File: config.mk
export PLATFORM = sky130hd
export DESIGN_NAME = card_click_decoder
export DESIGN_NICKNAME = d
export VERILOG_FILES = /design/src/rtl/card_click_decoder_pkg.sv /design/src/rtl/card_click_decoder_hit_test.sv /design/src/rtl/card_click_decoder.sv
export SDC_FILE = /design/constraint.sdc
export NUM_CORES = 1
export LEC_CHECK = 0
export ABC_AREA = 1
export ABC_CLOCK_PERIOD_IN_PS = 1200
export BUFFER_PORTS_ARGS = -buffer_cell sky130_fd_sc_hd__buf_2
export CAP_MARGIN = 40
export CELL_PAD_IN_SITES_DETAIL_PLACEMENT = 0
export CELL_PAD_IN_SITES_GLOBAL_PLACEMENT = 1
export CORE_AREA = 2 2 116 62
export DETAILED_ROUTE_END_ITERATION = 7
export DIE_AREA = 0 0 118 64
export PLACE_DENSITY_LB_ADDON = 0.1
export SLEW_MARGIN = 20
export SYNTH_ARGS = -nofsm -noshare
export SYNTH_HDL_FRONTEND = slang
export SYNTH_SLANG_ARGS = --single-unit
File: constraint.sdc
create_clock -name clk -period 1.2 [get_ports clk]
set_input_delay 0.18 -clock clk [delete_from_list [all_inputs] [get_ports clk]]
set_output_delay 0.18 -clock clk [all_outputs]
set_load 0.01 [all_outputs]
File: src/rtl/card_click_decoder_pkg.sv
// card_click_decoder_pkg
//   Shared definitions for the card click decoder: the board memory card state
//   codes, the default grid geometry, and the decoder FSM state type.
//   This package has no ports.
package card_click_decoder_pkg;

  localparam logic [1:0] CARD_EMPTY       = 2'b00;
  localparam logic [1:0] CARD_COVERED     = 2'b01;
  localparam logic [1:0] CARD_DEACTIVATED = 2'b10;
  localparam logic [1:0] CARD_DISCOVERED  = 2'b11;

  localparam int GRID_X0_DEF = 64;
  localparam int GRID_Y0_DEF = 60;
  localparam int CARD_W_DEF  = 128;
  localparam int CARD_H_DEF  = 140;
  localparam int GAP_DEF     = 32;
  localparam int COLS_DEF    = 4;
  localparam int GRID_ROWS   = 3;

  typedef enum logic [2:0] {
    ST_IDLE   = 3'd0,
    ST_ARMED  = 3'd1,
    ST_HIT    = 3'd2,
    ST_LOOKUP = 3'd3,
    ST_CHECK  = 3'd4,
    ST_DONE   = 3'd5
  } state_t;

endpackage

File: src/rtl/card_click_decoder_hit_test.sv
// card_click_decoder_hit_test
//   Card hit test.
//   Maps a latched pixel position onto the card grid.
//   It reports whether the position lies on a card and, if so, that card's
//   address (row*COLS + col).
//   Ports:
//     i_x, i_y   in   12  latched mouse position
//     o_hit      out  1   position lies on a card (gaps and outside are misses)
//     o_address  out  4   card address, valid when o_hit
module card_click_decoder_hit_test
  import card_click_decoder_pkg::*;
#(
  parameter int GRID_X0 = GRID_X0_DEF,
  parameter int GRID_Y0 = GRID_Y0_DEF,
  parameter int CARD_W  = CARD_W_DEF,
  parameter int CARD_H  = CARD_H_DEF,
  parameter int GAP     = GAP_DEF,
  parameter int COLS    = COLS_DEF
) (
  input  logic [11:0] i_x,
  input  logic [11:0] i_y,
  output logic        o_hit,
  output logic [3:0]  o_address
);

  localparam int CW = $clog2(COLS);

  logic [COLS-1:0]      w_col_hit;
  logic [GRID_ROWS-1:0] w_row_hit;
  logic [CW-1:0]        w_col_idx;
  logic [1:0]           w_row_idx;

  // Inclusive pixel windows; the pixel at start+W belongs to the gap.
  for (genvar c = 0; c < COLS; c++) begin : g_col
    localparam logic [11:0] LO = 12'(GRID_X0 + c * (CARD_W + GAP));
    localparam logic [11:0] HI = 12'(GRID_X0 + c * (CARD_W + GAP) + CARD_W - 1);
    assign w_col_hit[c] = (i_x >= LO) && (i_x <= HI);
  end

  for (genvar r = 0; r < GRID_ROWS; r++) begin : g_row
    localparam logic [11:0] LO = 12'(GRID_Y0 + r * (CARD_H + GAP));
    localparam logic [11:0] HI = 12'(GRID_Y0 + r * (CARD_H + GAP) + CARD_H - 1);
    assign w_row_hit[r] = (i_y >= LO) && (i_y <= HI);
  end

  // Windows never overlap, so at most one bit of each vector is set.
  always_comb begin
    w_col_idx = '0;
    for (int c = 0; c < COLS; c++) begin
      if (w_col_hit[c]) w_col_idx = CW'(c);
    end
    w_row_idx = '0;
    for (int r = 0; r < GRID_ROWS; r++) begin
      if (w_row_hit[r]) w_row_idx = 2'(r);
    end
  end

  assign o_hit     = (|w_col_hit) && (|w_row_hit);
  assign o_address = 4'(32'(w_row_idx) * COLS + 32'(w_col_idx));

endmodule

File: src/rtl/card_click_decoder.sv
// card_click_decoder
//   Turns a left click into a validated card selection for the game FSM.
//   While i_wait_for_click_en is high, a synchronised press edge latches the
//   mouse position. The position is hit-tested against the grid, and the card
//   entry is read from board memory. A one-cycle o_card_pressed pulse is then
//   issued, but only for a covered card.
//   Ports:
//     clk, rst                 in   1   clock, synchronous active-high reset
//     i_wait_for_click_en      in   1   game FSM waiting for a card click
//     i_mouse_left             in   1   raw left button (asynchronous)
//     i_xpos, i_ypos           in   12  mouse position
//     i_card_state_rd          in   2   board memory state (1-cycle sync read)
//     i_card_color_rd          in   12  board memory colour
//     o_card_rd_address        out  4   board memory read address
//     o_card_pressed           out  1   one-cycle pulse on accepted card
//     o_card_clicked_address   out  4   last accepted card address
//     o_card_clicked_color     out  12  last accepted card colour
//
//   state  | meaning
//   IDLE   | not enabled, or waiting for the button to be released
//   ARMED  | waiting for a press edge
//   HIT    | position latched, hit test evaluated
//   LOOKUP | read address presented to board memory
//   CHECK  | memory data valid, accept if covered
//   DONE   | card reported, wait for enable to drop
module card_click_decoder
  import card_click_decoder_pkg::*;
#(
  parameter int GRID_X0 = GRID_X0_DEF,
  parameter int GRID_Y0 = GRID_Y0_DEF,
  parameter int CARD_W  = CARD_W_DEF,
  parameter int CARD_H  = CARD_H_DEF,
  parameter int GAP     = GAP_DEF,
  parameter int COLS    = COLS_DEF
) (
  input  logic        clk,
  input  logic        rst,
  input  logic        i_wait_for_click_en,
  input  logic        i_mouse_left,
  input  logic [11:0] i_xpos,
  input  logic [11:0] i_ypos,
  input  logic [1:0]  i_card_state_rd,
  input  logic [11:0] i_card_color_rd,
  output logic [3:0]  o_card_rd_address,
  output logic        o_card_pressed,
  output logic [3:0]  o_card_clicked_address,
  output logic [11:0] o_card_clicked_color
);

  logic        r_sync1, r_sync2, r_btn_prev;
  logic        w_press;
  logic [11:0] r_x, r_y;
  state_t      r_state, w_state_next;
  logic        w_hit;
  logic [3:0]  w_hit_address;
  logic        w_latch_xy, w_load_addr, w_accept;
  logic [3:0]  r_rd_address, r_clicked_address;
  logic [11:0] r_clicked_color;
  logic        r_pressed;

  always_ff @(posedge clk) begin
    if (rst) begin
      r_sync1    <= 1'b0;
      r_sync2    <= 1'b0;
      r_btn_prev <= 1'b0;
    end else begin
      r_sync1    <= i_mouse_left;
      r_sync2    <= r_sync1;
      r_btn_prev <= r_sync2;
    end
  end

  assign w_press = r_sync2 & ~r_btn_prev;

  card_click_decoder_hit_test #(
    .GRID_X0 (GRID_X0),
    .GRID_Y0 (GRID_Y0),
    .CARD_W  (CARD_W),
    .CARD_H  (CARD_H),
    .GAP     (GAP),
    .COLS    (COLS)
  ) u_hit_test (
    .i_x       (r_x),
    .i_y       (r_y),
    .o_hit     (w_hit),
    .o_address (w_hit_address)
  );

  always_ff @(posedge clk) begin
    if (rst) r_state <= ST_IDLE;
    else     r_state <= w_state_next;
  end

  always_comb begin
    w_state_next = r_state;
    case (r_state)
      ST_IDLE:   if (i_wait_for_click_en && !r_sync2) w_state_next = ST_ARMED;
      ST_ARMED:  if (w_press) w_state_next = ST_HIT;
      ST_HIT:    w_state_next = w_hit ? ST_LOOKUP : ST_ARMED;
      ST_LOOKUP: w_state_next = ST_CHECK;
      ST_CHECK:  w_state_next = (i_card_state_rd == CARD_COVERED) ? ST_DONE : ST_ARMED;
      ST_DONE:   w_state_next = ST_DONE;
      default:   w_state_next = ST_IDLE;
    endcase
    // Dropping the enable aborts from anywhere, ahead of any acceptance.
    if (r_state != ST_IDLE && !i_wait_for_click_en) w_state_next = ST_IDLE;
  end

  always_comb begin
    w_latch_xy  = 1'b0;
    w_load_addr = 1'b0;
    w_accept    = 1'b0;
    if (i_wait_for_click_en) begin
      w_latch_xy  = (r_state == ST_ARMED) && w_press;
      w_load_addr = (r_state == ST_HIT) && w_hit;
      w_accept    = (r_state == ST_CHECK) && (i_card_state_rd == CARD_COVERED);
    end
  end

  always_ff @(posedge clk) begin
    if (rst) begin
      r_x               <= '0;
      r_y               <= '0;
      r_rd_address      <= '0;
      r_clicked_address <= '0;
      r_clicked_color   <= '0;
      r_pressed         <= 1'b0;
    end else begin
      if (w_latch_xy) begin
        r_x <= i_xpos;
        r_y <= i_ypos;
      end
      if (w_load_addr) r_rd_address <= w_hit_address;
      if (w_accept) begin
        r_clicked_address <= r_rd_address;
        r_clicked_color   <= i_card_color_rd;
      end
      r_pressed <= w_accept;
    end
  end

  assign o_card_rd_address      = r_rd_address;
  assign o_card_pressed         = r_pressed;
  assign o_card_clicked_address = r_clicked_address;
  assign o_card_clicked_color   = r_clicked_color;

endmodule

## Yosys cells after proc, flatten, opt, wreduce, memory -nomap -nowiden

Cells that the tools add are included.

- Register bits: 51
- Input port bits: 42
- Output and inout bits: 21
- Word-level logic and storage cells: 69

- Add/subtract/negate cells: 1
- Magnitude comparators: 14
- Eq/ne operators: 8
- Multiplexer cells: 13
- Bitwise operators: 2
- Reductions and logical operators: 21

Operators with widths:

| operator | number |
|---|---|
| 12-bit by 9-bit <= comparator with 1-bit output, second input constant | 3 |
| 12-bit by 8-bit >= comparator with 1-bit output, second input constant | 2 |
| 12-bit by 9-bit >= comparator with 1-bit output, second input constant | 2 |
| 12-bit by 10-bit <= comparator with 1-bit output, second input constant | 2 |
| 12-bit by 8-bit <= comparator with 1-bit output, second input constant | 2 |
| 3-bit one-hot mux with 6 select lines | 1 |
| 1-bit logical AND | 13 |
| 12-bit by 10-bit >= comparator with 1-bit output, second input constant | 1 |
| 12-bit by 6-bit >= comparator with 1-bit output, second input constant | 1 |
| 12-bit by 7-bit >= comparator with 1-bit output, second input constant | 1 |
| 3-bit two-way mux | 3 |
| 2-bit two-way mux | 4 |
| 3-bit by 2-bit == test with 1-bit output, second input constant | 2 |
| 3-bit == test, second input constant | 2 |
| 1-bit two-way mux | 5 |
| 4-bit by 2-bit adder with 4-bit output | 1 |
| 2-bit != test, second input constant | 2 |
| 4-bit OR reduction | 1 |
| 3-bit by 1-bit == test with 1-bit output, second input constant | 1 |
| 3-bit zero test | 1 |
| 3-bit nonzero test | 1 |
| 3-bit OR reduction | 1 |
| 2-bit by 1-bit == test with 1-bit output, second input constant | 1 |
| 1-bit zero test | 2 |
| other kinds (4) | 4 |

## Longest topological paths before layout

- Word-level depth: 6
- Gate-level depth with buffers: 11

## Modules after synthesis

Synthesis repeated with hierarchy kept, for this count alone.

- Cell total of the unflattened synthesis: 400
- Area, all modules: 2439.8 sq um

Modules (own cells, without submodules):

| module | instances | cells an instance | area each (sq um) | seq. area each (sq um) |
|---|---|---|---|---|
| card_click_decoder | 1 | 328 | 2137.0 | 1021.0 |
| card_click_decoder_hit_test | 1 | 72 | 302.8 | 0.0 |

## Worst setup path after synthesis

OpenSTA, ideal clock, no wires.

- Kind: reg-to-reg
- Start: register r_state[0]
- End: register r_clicked_color[7], in the netlist o_card_clicked_color[7]
- Library setup time: 0.132 ns
- Arrival: 1.148 ns
- Slack: -0.080 ns
- Cell stages (with the launch flop): 8
- Cells stage by stage: dfxtp_1 inv_2 nand3_1 nor3_4 nand2_4 buf_6 nand2_1 a21oi_1

- Word-level cells in the longest chain between the ends: 3

Ends and longest elaborated chain:

| what | line | RTL |
|---|---|---|
| start, declared | card_click_decoder.sv:53 | `state_t r_state, w_state_next;` |
| start signal, assigned | card_click_decoder.sv:91 | `else r_state <= w_state_next;` |
| 3-bit == test | card_click_decoder.sv:116 | `w_accept = (r_state == ST_CHECK) && (i_card_state_rd == CARD_COVERED);` |
| 1-bit logical AND | card_click_decoder.sv:116 |  |
| 1-bit two-way mux | card_click_decoder.sv:113 | `if (i_wait_for_click_en) begin` |
| end signal, assigned | card_click_decoder.sv:136 | `r_clicked_color <= i_card_color_rd;` |
| end, declared | card_click_decoder.sv:58 | `logic [11:0] r_clicked_color;` |

Every way passes these cells.
A chain may end at the register's enable or synchronous reset.

## Worst setup path in the final report

- Start: register r_x[7]
- End: register r_state[1]

- Word-level cells in the longest chain between the ends: 6

Ends and longest elaborated chain:

| what | line | RTL |
|---|---|---|
| start, declared | card_click_decoder.sv:52 | `logic [11:0] r_x, r_y;` |
| start signal, assigned | card_click_decoder.sv:130 | `r_x <= i_xpos;` |
| 12-bit by 7-bit >= comparator with 1-bit output, or another cell as far along | card_click_decoder_hit_test.sv:37 | `assign w_col_hit[c] = (i_x >= LO) && (i_x <= HI);` |
| 1-bit logical AND | card_click_decoder_hit_test.sv:37 |  |
| 4-bit OR reduction (*) | card_click_decoder_hit_test.sv:58 | `assign o_hit = (\|w_col_hit) && (\|w_row_hit);` |
| 1-bit logical AND (*) | card_click_decoder_hit_test.sv:58 |  |
| 2-bit two-way mux (*) | card_click_decoder.sv:99 | `ST_HIT: w_state_next = w_hit ? ST_LOOKUP : ST_ARMED;` |
| 3-bit one-hot mux with 6 select lines (*) | card_click_decoder.sv:96 | `case (r_state)` |

Mark *: on every way between the ends. The rest lies on a longest branch, timed or not.

==> impl_metrics.ini <==
[place]
numPlacedInstances = 451
post-place-ws_ns = -0.224
dp_hpwl_um = 4000
io_buffers = 55
gp_congestion = 0.849

[power_and_ir_drop]
pwr-share-clk = 0.463
netSwitchingFraction = 0.237
peakVddDrop_uv = 616
power_density_nw_per_um2 = 1310
seq_power_share = 0.358
power.internal_mw = 3.29
power.switching_mw = 1.02
p_leak_nw = 1.50
pwr-share-comb = 0.179

[worst_hold_path]
hold_path_class = in -> reg

[timing]
layout_setup_ws_ns = -0.143
max_slew_margin = 0.828
tightest_slew_ns = 0.256
setup_violations = 37
skew_ns = 0.00400
fmax_ghz = 0.745
finalHoldViolCount = 0
setup_tns_ns = -3.25
whs_ns = 0.115
rsz0062_at_grt = true
timing.final.crit_share = 1.12
period_minus_slack_ns = 1.34
drv_slew = 0

[global_routing]
grt_max_degree = 21
grt_pass1_wl_um = 10100
grt_usage = 0.168
grt_overflow_total = 0
first_global_vias = 2103
grt_antenna_before_repair = 0

[floorplan]
die_w_um = 118
coreArea_um2 = 6490
die-height_um = 64
die-area_um2 = 7550
rows = 21
initial_core_util = 0.302
ios = 63

[finish]
diodes = 0
synthToLayoutAreaGrowth_pct = 68.2
fill_cells = 651
nets = 424
drive_above_1_share = 0.559
stdcell_count = 475

[logic_synthesis]
synth_area_um2 = 1960
syn_avg_cell_area_um2 = 7.01
synth_nets = 321
synthArstFlopShare = 0
ys_seq_area_frac = 0.450
synthCells = 279
synth-seq-cells = 44
yosys_warnings = 0
synth_edf_count = 0
synth_ff_type = dfxtp_1
yosys.cell_types.count = 21

[setup_path]
critPathKind = reg -> reg
required_ns = 1.38
cp_max_fo = 4
worst_setup_path_start_kind = flip-flop
worst-r2r-setup-slack_ns = -0.14
end_kind = flip-flop
crit_arrival_ns = 1.52

[route]
drtPass1Iterations = 4
drcViolationCount = 0
wire_per_inst_um = 12.7
vias = 2121
drt_iter0_drc = 77
finalWirelength_um = 6020
routed_via_density = 4.47
postRouteAntennaNets = 0

[clock_tree]
cts.sinks = 44
htreeDepth = 2
cts_buffers = 5
cts_root_buf = clkbuf_16
clk-insertion-delay-late_ns = 0.29
cts_buffer_depth = 2
cts_tree = built
clkTransAtPathRegs_ns = 0.06

[status]
outcome = finished, violations left
violations = setup timing

[job]
drv_cap = 0
==> power by group through the flow <==
| stage | sequential (mW) | combinational [mW] | clock (mW) |
|---|---|---|---|
| floorplan | 1.56 | 0.249 | 0 |
| global placement | 1.56 | 0.501 | 0 |
| detailed placement | 1.56 | 0.497 | 0 |
| CTS | 1.54 | 0.597 | 2.03 |
| global route | 1.55 | 0.842 | 2.10 |
| finish | 1.54 | 0.772 | 1.99 |
==> cells in the mapped netlist, types with 2 or more instances <==
| master | n | area share |
|---|---|---|
| nand3_1 | 24 | 0.061 |
| nor2_1 | 45 | 0.086 |
| clkbuf_1 | 5 | 0.0096 |
| inv_2 | 4 | 0.0077 |
| buf_6 | 2 | 0.012 |
| nor3_1 | 3 | 0.0077 |
| nand2_1 | 56 | 0.11 |
| o21ai_0 | 19 | 0.049 |
| dfxtp_1 | 44 | 0.45 |
| inv_1 | 30 | 0.058 |
| buf_2 | 6 | 0.015 |
| a21oi_1 | 32 | 0.082 |
==> state kept, by name, summed over array words and instances, names as in the netlist, 3 cells and up <==
name / flops
r_y: 10
r_state: 3
o_card_rd_address: 4
o_card_clicked_color: 12
r_x: 7
o_card_clicked_address: 4
==> metal layers <==
layer / vias to the layer above / GRT usage / share of wire
li1: 1097 / - / -
met1: 989 / 0.251 / 0.54
met2: 30 / 0.240 / 0.42
met3: 5 / 0.0438 / 0.032
met4: 0 / 0.0361 / 0.0080
met5: - / 0 / 0
==> area by class of cell <==
class	instances	area, um2	area share
inverters	34	146	0.0445
flip-flops and latches	44	906	0.275
well taps	92	115	0.0350
multi-input cells	188	1170	0.356
repair buffers	107	716	0.217
clock buffers	5	125	0.0380
repair inverters	2	20.0	0.00608
clock inverters	3	90.1	0.0274
==> cells by family after synthesis <==
kind of cell           Yosys count  share of synthesized area
and+or+nand+nor                133                      0.304
buffers and inverters           47                      0.102
DFF                             44                      0.450
AOI/OAI and AO/OA               55                      0.145
==> per-stage QoR <==
step	utilization	instance area [um2]	power (mW)
2_1_floorplan	-	1960	1.81
3_3_place_gp	0.398	2580	2.06
3_5_place_dp	0.398	2580	2.06
4_1_cts	0.478	3100	4.17
5_1_grt	0.507	3290	4.49
6_report	0.507	3290	4.31
==> critical path: stages, from the launching register on <==
cell     delay (ns)
dfxtp_4        0.36
nor2_4         0.11
nand2_1        0.06
nand2_1        0.09
nor2_1         0.06
nor2_2         0.15
nand2_2        0.10
buf_4          0.14
nand3_1        0.09
a21oi_1        0.06
==> what timing repair did <==
item,CTS,global route
hold buffers,0,0
pin swaps,37,14
setup buffers,9,4
gates cloned,3,0
gates resized for setup,77,52
endpoints found under the setup margin,41,41
==> placed cells by master (no fill, tap or decap), types with 6 or more instances in the layout <==
cell type | netlist | layout
a21oi_1 | 32 | 21
buf_2 | 6 | 55
nor2_1 | 45 | 24
inv_2 | 4 | 10
o21ai_1 | 1 | 7
nand2_2 | 0 | 10
nand3_2 | 1 | 8
buf_6 | 2 | 8
a21oi_2 | 0 | 11
dfxtp_1 | 44 | 28
nor2_2 | 0 | 16
o21ai_0 | 19 | 7
nand2_1 | 56 | 44
nand3_1 | 24 | 14
inv_1 | 30 | 22
dfxtp_2 | 0 | 14
o21ai_2 | 0 | 6
buf_4 | 0 | 42
==> worst paths after layout <==
path	from	endpoint	cells after the start
max	r_x[7]$_SDFFE_PP0P_	r_state[1]$_SDFFE_PP0P_	9
min	i_mouse_left	r_sync1$_SDFF_PP0_	3
max reg2reg	r_x[7]$_SDFFE_PP0P_	r_state[1]$_SDFFE_PP0P_	9
min reg2reg	r_sync1$_SDFF_PP0_	r_sync2$_SDFF_PP0_	2
No activity file was read; power rests on OpenSTA's default activity.
